**src/rtl/clk_div_ctrl_pkg.sv**
```systemverilog
// Shared types and constants for the clock-divider configuration sequencer.
package clk_div_ctrl_pkg;

    // Sequencer states: IDLE holds the divider in reset, RUN lets it count,
    // DRAIN waits for the current period to finish, LOAD applies a new ratio.
    typedef enum logic [1:0] {
        IDLE  = 2'd0,
        RUN   = 2'd1,
        DRAIN = 2'd2,
        LOAD  = 2'd3
    } ctrl_state_e;

    // Smallest divide ratio the divider can produce without a degenerate clock.
    localparam int MIN_DIV = 2;

    // Width of the optional reconfiguration statistics counter.
    localparam int STATS_WIDTH = 16;

    // True for the states in which the divider is held in reset.
    function automatic logic state_is_quiet(input ctrl_state_e s);
        return (s == IDLE) || (s == LOAD);
    endfunction

endpackage

```
**src/rtl/clk_div_period_tracker.sv**
```systemverilog
// Shadow period counter mirroring the divider's positive-edge counter.
// 'clear' is the divider reset value that will be registered at the coming
// edge, so the shadow count reads 0 in every cycle the divider is held in
// reset, and restarts from 0 in the first running cycle.
module clk_div_period_tracker
    import clk_div_ctrl_pkg::*;
#(
    parameter int WIDTH = 32
) (
    input  logic             clk,
    input  logic             reset,
    input  logic             clear,
    input  logic [WIDTH-1:0] div_num,
    output logic             period_tick
);

    logic [WIDTH-1:0] cnt_reg;
    logic             active_reg;
    logic             at_last;

    // Last count value of a period for the ratio currently driven.
    assign at_last = (cnt_reg == (div_num - WIDTH'(1)));

    // Only a running divider can end a period.
    assign period_tick = active_reg && at_last;

    // Count through the period while running; hold at zero otherwise.
    always_ff @(posedge clk or posedge reset) begin
        if (reset) begin
            cnt_reg    <= '0;
            active_reg <= 1'b0;
        end else begin
            active_reg <= !clear;
            if (clear || !active_reg || at_last) begin
                cnt_reg <= '0;
            end else begin
                cnt_reg <= cnt_reg + WIDTH'(1);
            end
        end
    end

endmodule

```
**src/rtl/clk_div_cfg_ctrl.sv**
```systemverilog
// Configuration sequencer for the shared N-way clock divider.
// Accepts ratio updates over valid/ready, rejects ratios below MIN_DIV, and
// applies accepted ratios only on a period boundary by pulsing div_reset for
// HOLD_CYCLES cycles while loading the new div_num.
// Optional build macro CLK_DIV_CTRL_STATS_EN adds the reconfig_count output,
// counting LOAD entries that actually change div_num (saturating).
module clk_div_cfg_ctrl
    import clk_div_ctrl_pkg::*;
#(
    parameter int WIDTH       = 32,
    parameter int DEFAULT_DIV = 50000000,
    parameter int HOLD_CYCLES = 2
) (
    input  logic             clk,
    input  logic             reset,
    input  logic             enable,
    input  logic             cfg_valid,
    input  logic [WIDTH-1:0] cfg_div,
    output logic             cfg_ready,
    output logic             cfg_err,
    output logic [WIDTH-1:0] div_num,
    output logic             div_reset,
    output logic             period_tick,
    output logic             busy
`ifdef CLK_DIV_CTRL_STATS_EN
    ,
    output logic [STATS_WIDTH-1:0] reconfig_count
`endif
);

    localparam int               HOLD_W      = (HOLD_CYCLES > 1) ? $clog2(HOLD_CYCLES) : 1;
    localparam logic [HOLD_W-1:0] HOLD_LAST  = HOLD_W'(HOLD_CYCLES - 1);
    localparam logic [WIDTH-1:0] DEFAULT_VAL = WIDTH'(DEFAULT_DIV);
    localparam logic [WIDTH-1:0] MIN_VAL     = WIDTH'(MIN_DIV);

    ctrl_state_e       state_reg;
    logic [WIDTH-1:0]  pending_reg;
    logic [HOLD_W-1:0] hold_cnt_reg;

    logic              xfer;
    logic              cfg_bad;
    logic              hold_done;
    logic              load_enter;
    logic [WIDTH-1:0]  load_val;
    logic              clear_next;

    assign xfer      = cfg_valid && cfg_ready;
    assign cfg_bad   = (cfg_div < MIN_VAL);
    assign hold_done = (hold_cnt_reg == HOLD_LAST);

    // Decide whether LOAD is entered at this edge, which ratio it applies, and
    // whether the divider will be held in reset after the edge.
    always_comb begin
        load_enter = 1'b0;
        load_val   = pending_reg;
        clear_next = 1'b1;
        case (state_reg)
            IDLE: begin
                if (xfer) begin
                    // A rejected ratio consumes the transfer and leaves IDLE as is.
                    load_enter = !cfg_bad;
                    load_val   = cfg_div;
                end else begin
                    // Restart with the ratio already in use.
                    load_enter = enable;
                    load_val   = div_num;
                end
            end
            RUN: begin
                clear_next = !enable;
            end
            DRAIN: begin
                // Dropping enable abandons the drain; otherwise wait for the boundary.
                load_enter = !enable || period_tick;
                clear_next = load_enter;
            end
            LOAD: begin
                clear_next = !(hold_done && enable);
            end
            default: begin
                clear_next = 1'b1;
            end
        endcase
    end

    // Sequencer FSM with registered handshake and divider-control outputs.
    always_ff @(posedge clk or posedge reset) begin
        if (reset) begin
            state_reg    <= IDLE;
            div_num      <= DEFAULT_VAL;
            div_reset    <= 1'b1;
            cfg_ready    <= 1'b0;
            cfg_err      <= 1'b0;
            busy         <= 1'b0;
            pending_reg  <= DEFAULT_VAL;
            hold_cnt_reg <= '0;
        end else begin
            cfg_err <= 1'b0;
            if (load_enter) begin
                state_reg    <= LOAD;
                pending_reg  <= load_val;
                div_num      <= load_val;
                hold_cnt_reg <= '0;
                div_reset    <= 1'b1;
                cfg_ready    <= 1'b0;
                busy         <= 1'b1;
            end else begin
                case (state_reg)
                    IDLE: begin
                        div_reset <= 1'b1;
                        busy      <= 1'b0;
                        cfg_ready <= 1'b1;
                        // Only a rejected ratio reaches here with a transfer.
                        if (xfer) begin
                            cfg_err <= 1'b1;
                        end
                    end
                    RUN: begin
                        if (!enable) begin
                            // Enable wins over a simultaneous cfg offer.
                            state_reg <= IDLE;
                            div_reset <= 1'b1;
                            cfg_ready <= 1'b1;
                        end else if (xfer) begin
                            if (cfg_bad) begin
                                cfg_err <= 1'b1;
                            end else begin
                                state_reg   <= DRAIN;
                                pending_reg <= cfg_div;
                                cfg_ready   <= 1'b0;
                                busy        <= 1'b1;
                            end
                        end
                    end
                    DRAIN: begin
                        // Leaves only through load_enter.
                        busy <= 1'b1;
                    end
                    LOAD: begin
                        if (hold_done) begin
                            state_reg <= enable ? RUN : IDLE;
                            div_reset <= !enable;
                            cfg_ready <= 1'b1;
                            busy      <= 1'b0;
                        end else begin
                            hold_cnt_reg <= hold_cnt_reg + HOLD_W'(1);
                        end
                    end
                    default: begin
                        state_reg <= IDLE;
                        div_reset <= 1'b1;
                    end
                endcase
            end
        end
    end

    clk_div_period_tracker #(
        .WIDTH(WIDTH)
    ) u_tracker (
        .clk        (clk),
        .reset      (reset),
        .clear      (clear_next),
        .div_num    (div_num),
        .period_tick(period_tick)
    );

`ifdef CLK_DIV_CTRL_STATS_EN
    // Count LOAD entries that change the ratio; saturate instead of wrapping.
    always_ff @(posedge clk or posedge reset) begin
        if (reset) begin
            reconfig_count <= '0;
        end else if (load_enter && (load_val != div_num) && (reconfig_count != '1)) begin
            reconfig_count <= reconfig_count + STATS_WIDTH'(1);
        end
    end
`endif

endmodule

```
**config.mk**
```make
export PLATFORM = sky130hd
export DESIGN_NAME = clk_div_cfg_ctrl
export DESIGN_NICKNAME = d
export VERILOG_FILES = /design/src/rtl/clk_div_ctrl_pkg.sv /design/src/rtl/clk_div_period_tracker.sv /design/src/rtl/clk_div_cfg_ctrl.sv
export SDC_FILE = /design/constraint.sdc
export NUM_CORES = 1
export LEC_CHECK = 0
export CORE_AREA = 2 2 169 171
export DETAILED_ROUTE_END_ITERATION = 10
export DIE_AREA = 0 0 171 173
export PLACE_DENSITY = 0.48
export SYNTH_ARGS = -nofsm -noshare
export SYNTH_HDL_FRONTEND = slang
export SYNTH_HIERARCHICAL = 1
export SYNTH_SLANG_ARGS = --single-unit
```
**constraint.sdc**
```tcl
create_clock -name clk -period 10.5 [get_ports clk]
set_clock_uncertainty 0.05 [all_clocks]
set_input_delay 1.05 -clock clk [delete_from_list [all_inputs] [get_ports clk]]
set_output_delay 1.05 -clock clk [all_outputs]
set_load 0.02 [all_outputs]
```
==> impl_metrics.yaml <==
power:
  seqPwrFrac_pct: 35.2
  p_clk_share_pct: 15.2
  p_int_w: 0.00130
  finalPower_w: 0.00237
  ir_worst_vdd_mv: 0.166
  p_leak_nw: 3.04
  p_switching_w: 0.00107
  powerDensity_nw_per_um2: 281
  swShare_pct: 45.1
  power_frac_comb_pct: 49.6
detailed_routing:
  drtIter0Drc: 334
  drc: 0
  wl_per_cell_um: 19.0
  wl_mm: 22.3
  vias: 5944
  ant_nets: 0
  vias_per_cell: 5.06
  drt_first_pass_iters: 5
critical_path:
  r2r_start: "div_num[0]$_DFFE_PP0P_"
  endpoint_kind: "register"
  cp-start-kind: "register"
  crit_fanout: 27
  critPathArrivalTime_ns: 5.70
  critPathKind: "register to register"
  worstPathRequired_ns: 10.70
  rr_worst_depth: 15
  r2r_slack_ns: 5.00
  r2r-end: "pending_reg[31]$_DFFE_PP0P_"
outcome:
  status: "complete, no violations"
place:
  hpwl_mm: 15.6
  port_buffers: 72
  placed_area_um2: 8140
  gp_congestion: 0.829
cts:
  cts_root_buf: "clkbuf_16"
  cts_hold_buf: 0
  htreeDepth: 3
  clock_path_buffers: 2
  cts_made_buffers: 9
  cts-resized-gates: 0
  cts_num_sinks: 104
  cts.reportedPaths.clkPinSlew_ns: 0.08
  clock_latency_ns: 0.37
  post_cts_buffers: 0
  cts_tree: "built"
yosys:
  avgSynthCellArea_um2: 9.55
  synthCells: 748
  ys_async_sr_fraction_pct: 100
  synth_edf_count: 0
  synth_area_um2: 7150
  ys_ff_latch: 104
  ys_warn_count: 6
  yosysSeqAreaShare_pct: 36.9
  synth_ff_type: "dfrtp_1"
  ys_types: 78
  synth_nets: 791
layout:
  fin_nets: 834
  final_area_um2: 8450
  area_delta_synth_final_pct: 18.2
  diodes: 0
  num-fill-cells: 2942
  drive_gt1_share_pct: 16.0
timing:
  setup_viol: 0
  max-slew-margin-rel_pct: 27.1
  fin_setup_tns_ns: 0
  worstMarginPinSlew_ns: 1.09
  holdWs_ns: 0.465
  finalCritPeriodShare_pct: 52.4
  min_period_ns: 5.50
  max_freq_mhz: 182
  hold_viol: 0
  drv_slew: 0
  rsz0062_at_grt: "no"
die:
  start_util_pct: 25.9
  die-area_um2: 29600
  pin_count: 73
  die_w_um: 171
  core-area_um2: 27600
  rows: 61
  die_height_um: 173
global_routing:
  grt_pass1_wl_mm: 35.5
  track_usage_pct: 15.4
  antenna_found_initial: 0
  grt.overflow.total: 0
  grt_max_degree: 72
  first_global_vias: 5802
worst_hold_path:
  hold_class: "register to register"
  whs_endpoint: "pending_reg[18]$_DFFE_PP0P_"
  worstHoldStart: "pending_reg[18]$_DFFE_PP0P_"
  min_path_cells: 1
job:
  max_cap_viol_count: 0
[layer usage]
| layer | part of all wire, % | vias up | routed length (um) | track usage (%) |
|---|---|---|---|---|
| li1 | - | 2840 | - | - |
| met1 | 49 | 2997 | 10900 | 21.9 |
| met2 | 47 | 90 | 10500 | 24.4 |
| met3 | 3.0 | 17 | 668 | 2.38 |
| met4 | 1.3 | 0 | 279 | 3.92 |
| met5 | 0 | - | 0 | 0 |
[synthesized netlist by cell type (12+ instances only)]
cell | instances | share of area, %
a21oi_1 | 43 | 3.0
a22oi_1 | 26 | 2.7
clkbuf_1 | 29 | 1.5
dfrtp_1 | 79 | 28
dfstp_2 | 25 | 9.2
inv_1 | 12 | 0.63
mux2_1 | 25 | 3.9
mux2_2 | 13 | 2.0
nand2_1 | 40 | 2.1
nand3_1 | 27 | 1.9
nand4_1 | 12 | 1.1
nor2_1 | 78 | 4.1
nor3_1 | 18 | 1.3
nor3_2 | 25 | 3.5
nor4_1 | 12 | 1.1
o21ai_0 | 12 | 0.84
o22a_1 | 20 | 2.5
o2bb2ai_1 | 26 | 3.2
xnor2_1 | 38 | 4.7
xor2_1 | 30 | 3.7
[cell families (layout without fill, tap and decap cells)]
logic type	after synthesis	in the layout	synth area share (%)
multiplexers	44	44	6.83
XOR/XNOR	68	68	8.33
adder cells (fa/ha/maj)	7	7	1.23
buffers and inverters	62	110	4.64
flip-flops	104	104	36.9
AND/OR/NAND/NOR	283	283	22.9
AO/OA/AOI/OAI	180	180	19.3
[power groups by stage]
| stage | logic, W | registers, W | clock network (W) |
|---|---|---|---|
| 2_1_floorplan | 0.000782 | 0.000821 | 0 |
| 3_3_place_gp | 0.00118 | 0.000841 | 0 |
| 3_5_place_dp | 0.00118 | 0.000844 | 0 |
| 4_1_cts | 0.00119 | 0.000837 | 0.000375 |
| 5_1_grt | 0.00129 | 0.000865 | 0.000389 |
| 6_report | 0.00118 | 0.000835 | 0.000361 |
[worst max-delay path by stage]
stage / startpoint / endpoint / slack [ns] / cells after the start
after detailed placement: div_num[0]$_DFFE_PP0P_ / pending_reg[16]$_DFFE_PP0P_ / 5.03 / 15
after global routing: div_num[0]$_DFFE_PP0P_ / pending_reg[31]$_DFFE_PP0P_ / 4.67 / 15
after CTS: div_num[0]$_DFFE_PP0P_ / pending_reg[31]$_DFFE_PP0P_ / 5.01 / 15
final: div_num[0]$_DFFE_PP0P_ / pending_reg[31]$_DFFE_PP0P_ / 5.00 / 15
after global placement: div_num[0]$_DFFE_PP0P_ / pending_reg[16]$_DFFE_PP0P_ / 5.11 / 15
after floorplan: div_num[0]$_DFFE_PP0P_ / u_tracker/cnt_reg[21]$_DFF_PP0_ / 5.34 / 19
[cell usage in the layout, fill, tap and decap left out, types with 13 or more instances in the layout]
| cell type | count |
|---|---|
| mux2_2 | 13 |
| o2bb2ai_1 | 26 |
| nand3_1 | 27 |
| a22oi_1 | 26 |
| nor3_2 | 25 |
| o22a_1 | 20 |
| xor2_1 | 30 |
| xnor2_1 | 38 |
| dfstp_2 | 25 |
| nor3_1 | 18 |
| mux2_1 | 25 |
| clkdlybuf4s50_1 | 72 |
| nor2_1 | 77 |
| a21oi_1 | 43 |
| nand2_1 | 40 |
| dfrtp_1 | 79 |
[per-stage QoR]
stage	util, %	setup WS [ns]	std cells
finish	30.6	5.00	1174
global route	30.6	4.67	1174
CTS	30.6	5.01	1174
detailed placement	29.5	5.03	1158
global placement	29.5	5.11	1158
floorplan	-	5.34	748
[critical path, stage by stage, from the launching register on]
cell      delay [ns]
dfrtp_1         0.46
inv_1           0.09
ha_1            0.26
or4b_4          0.55
nand4b_4        0.22
or4_4           0.54
or4_1           0.48
o31ai_1         0.10
nor2_2          0.09
nor4_4          0.28
and2_1          0.19
nand2b_1        0.16
and2_1          0.47
a21oi_4         0.14
o22ai_4         0.86
mux2_2          0.42
[area by class of cell]
cell class	instances	area, um^2	area share, %
Sequential cell	104	2630	31.2
Clock inverter	6	76.3	0.904
Tap cell	378	473	5.60
Clock buffer	10	229	2.71
Timing Repair Buffer	82	796	9.42
Multi-Input combinational cell	582	4190	49.6
Inverter	12	46.3	0.548
Note: power is estimated with default switching activity, not from simulation.
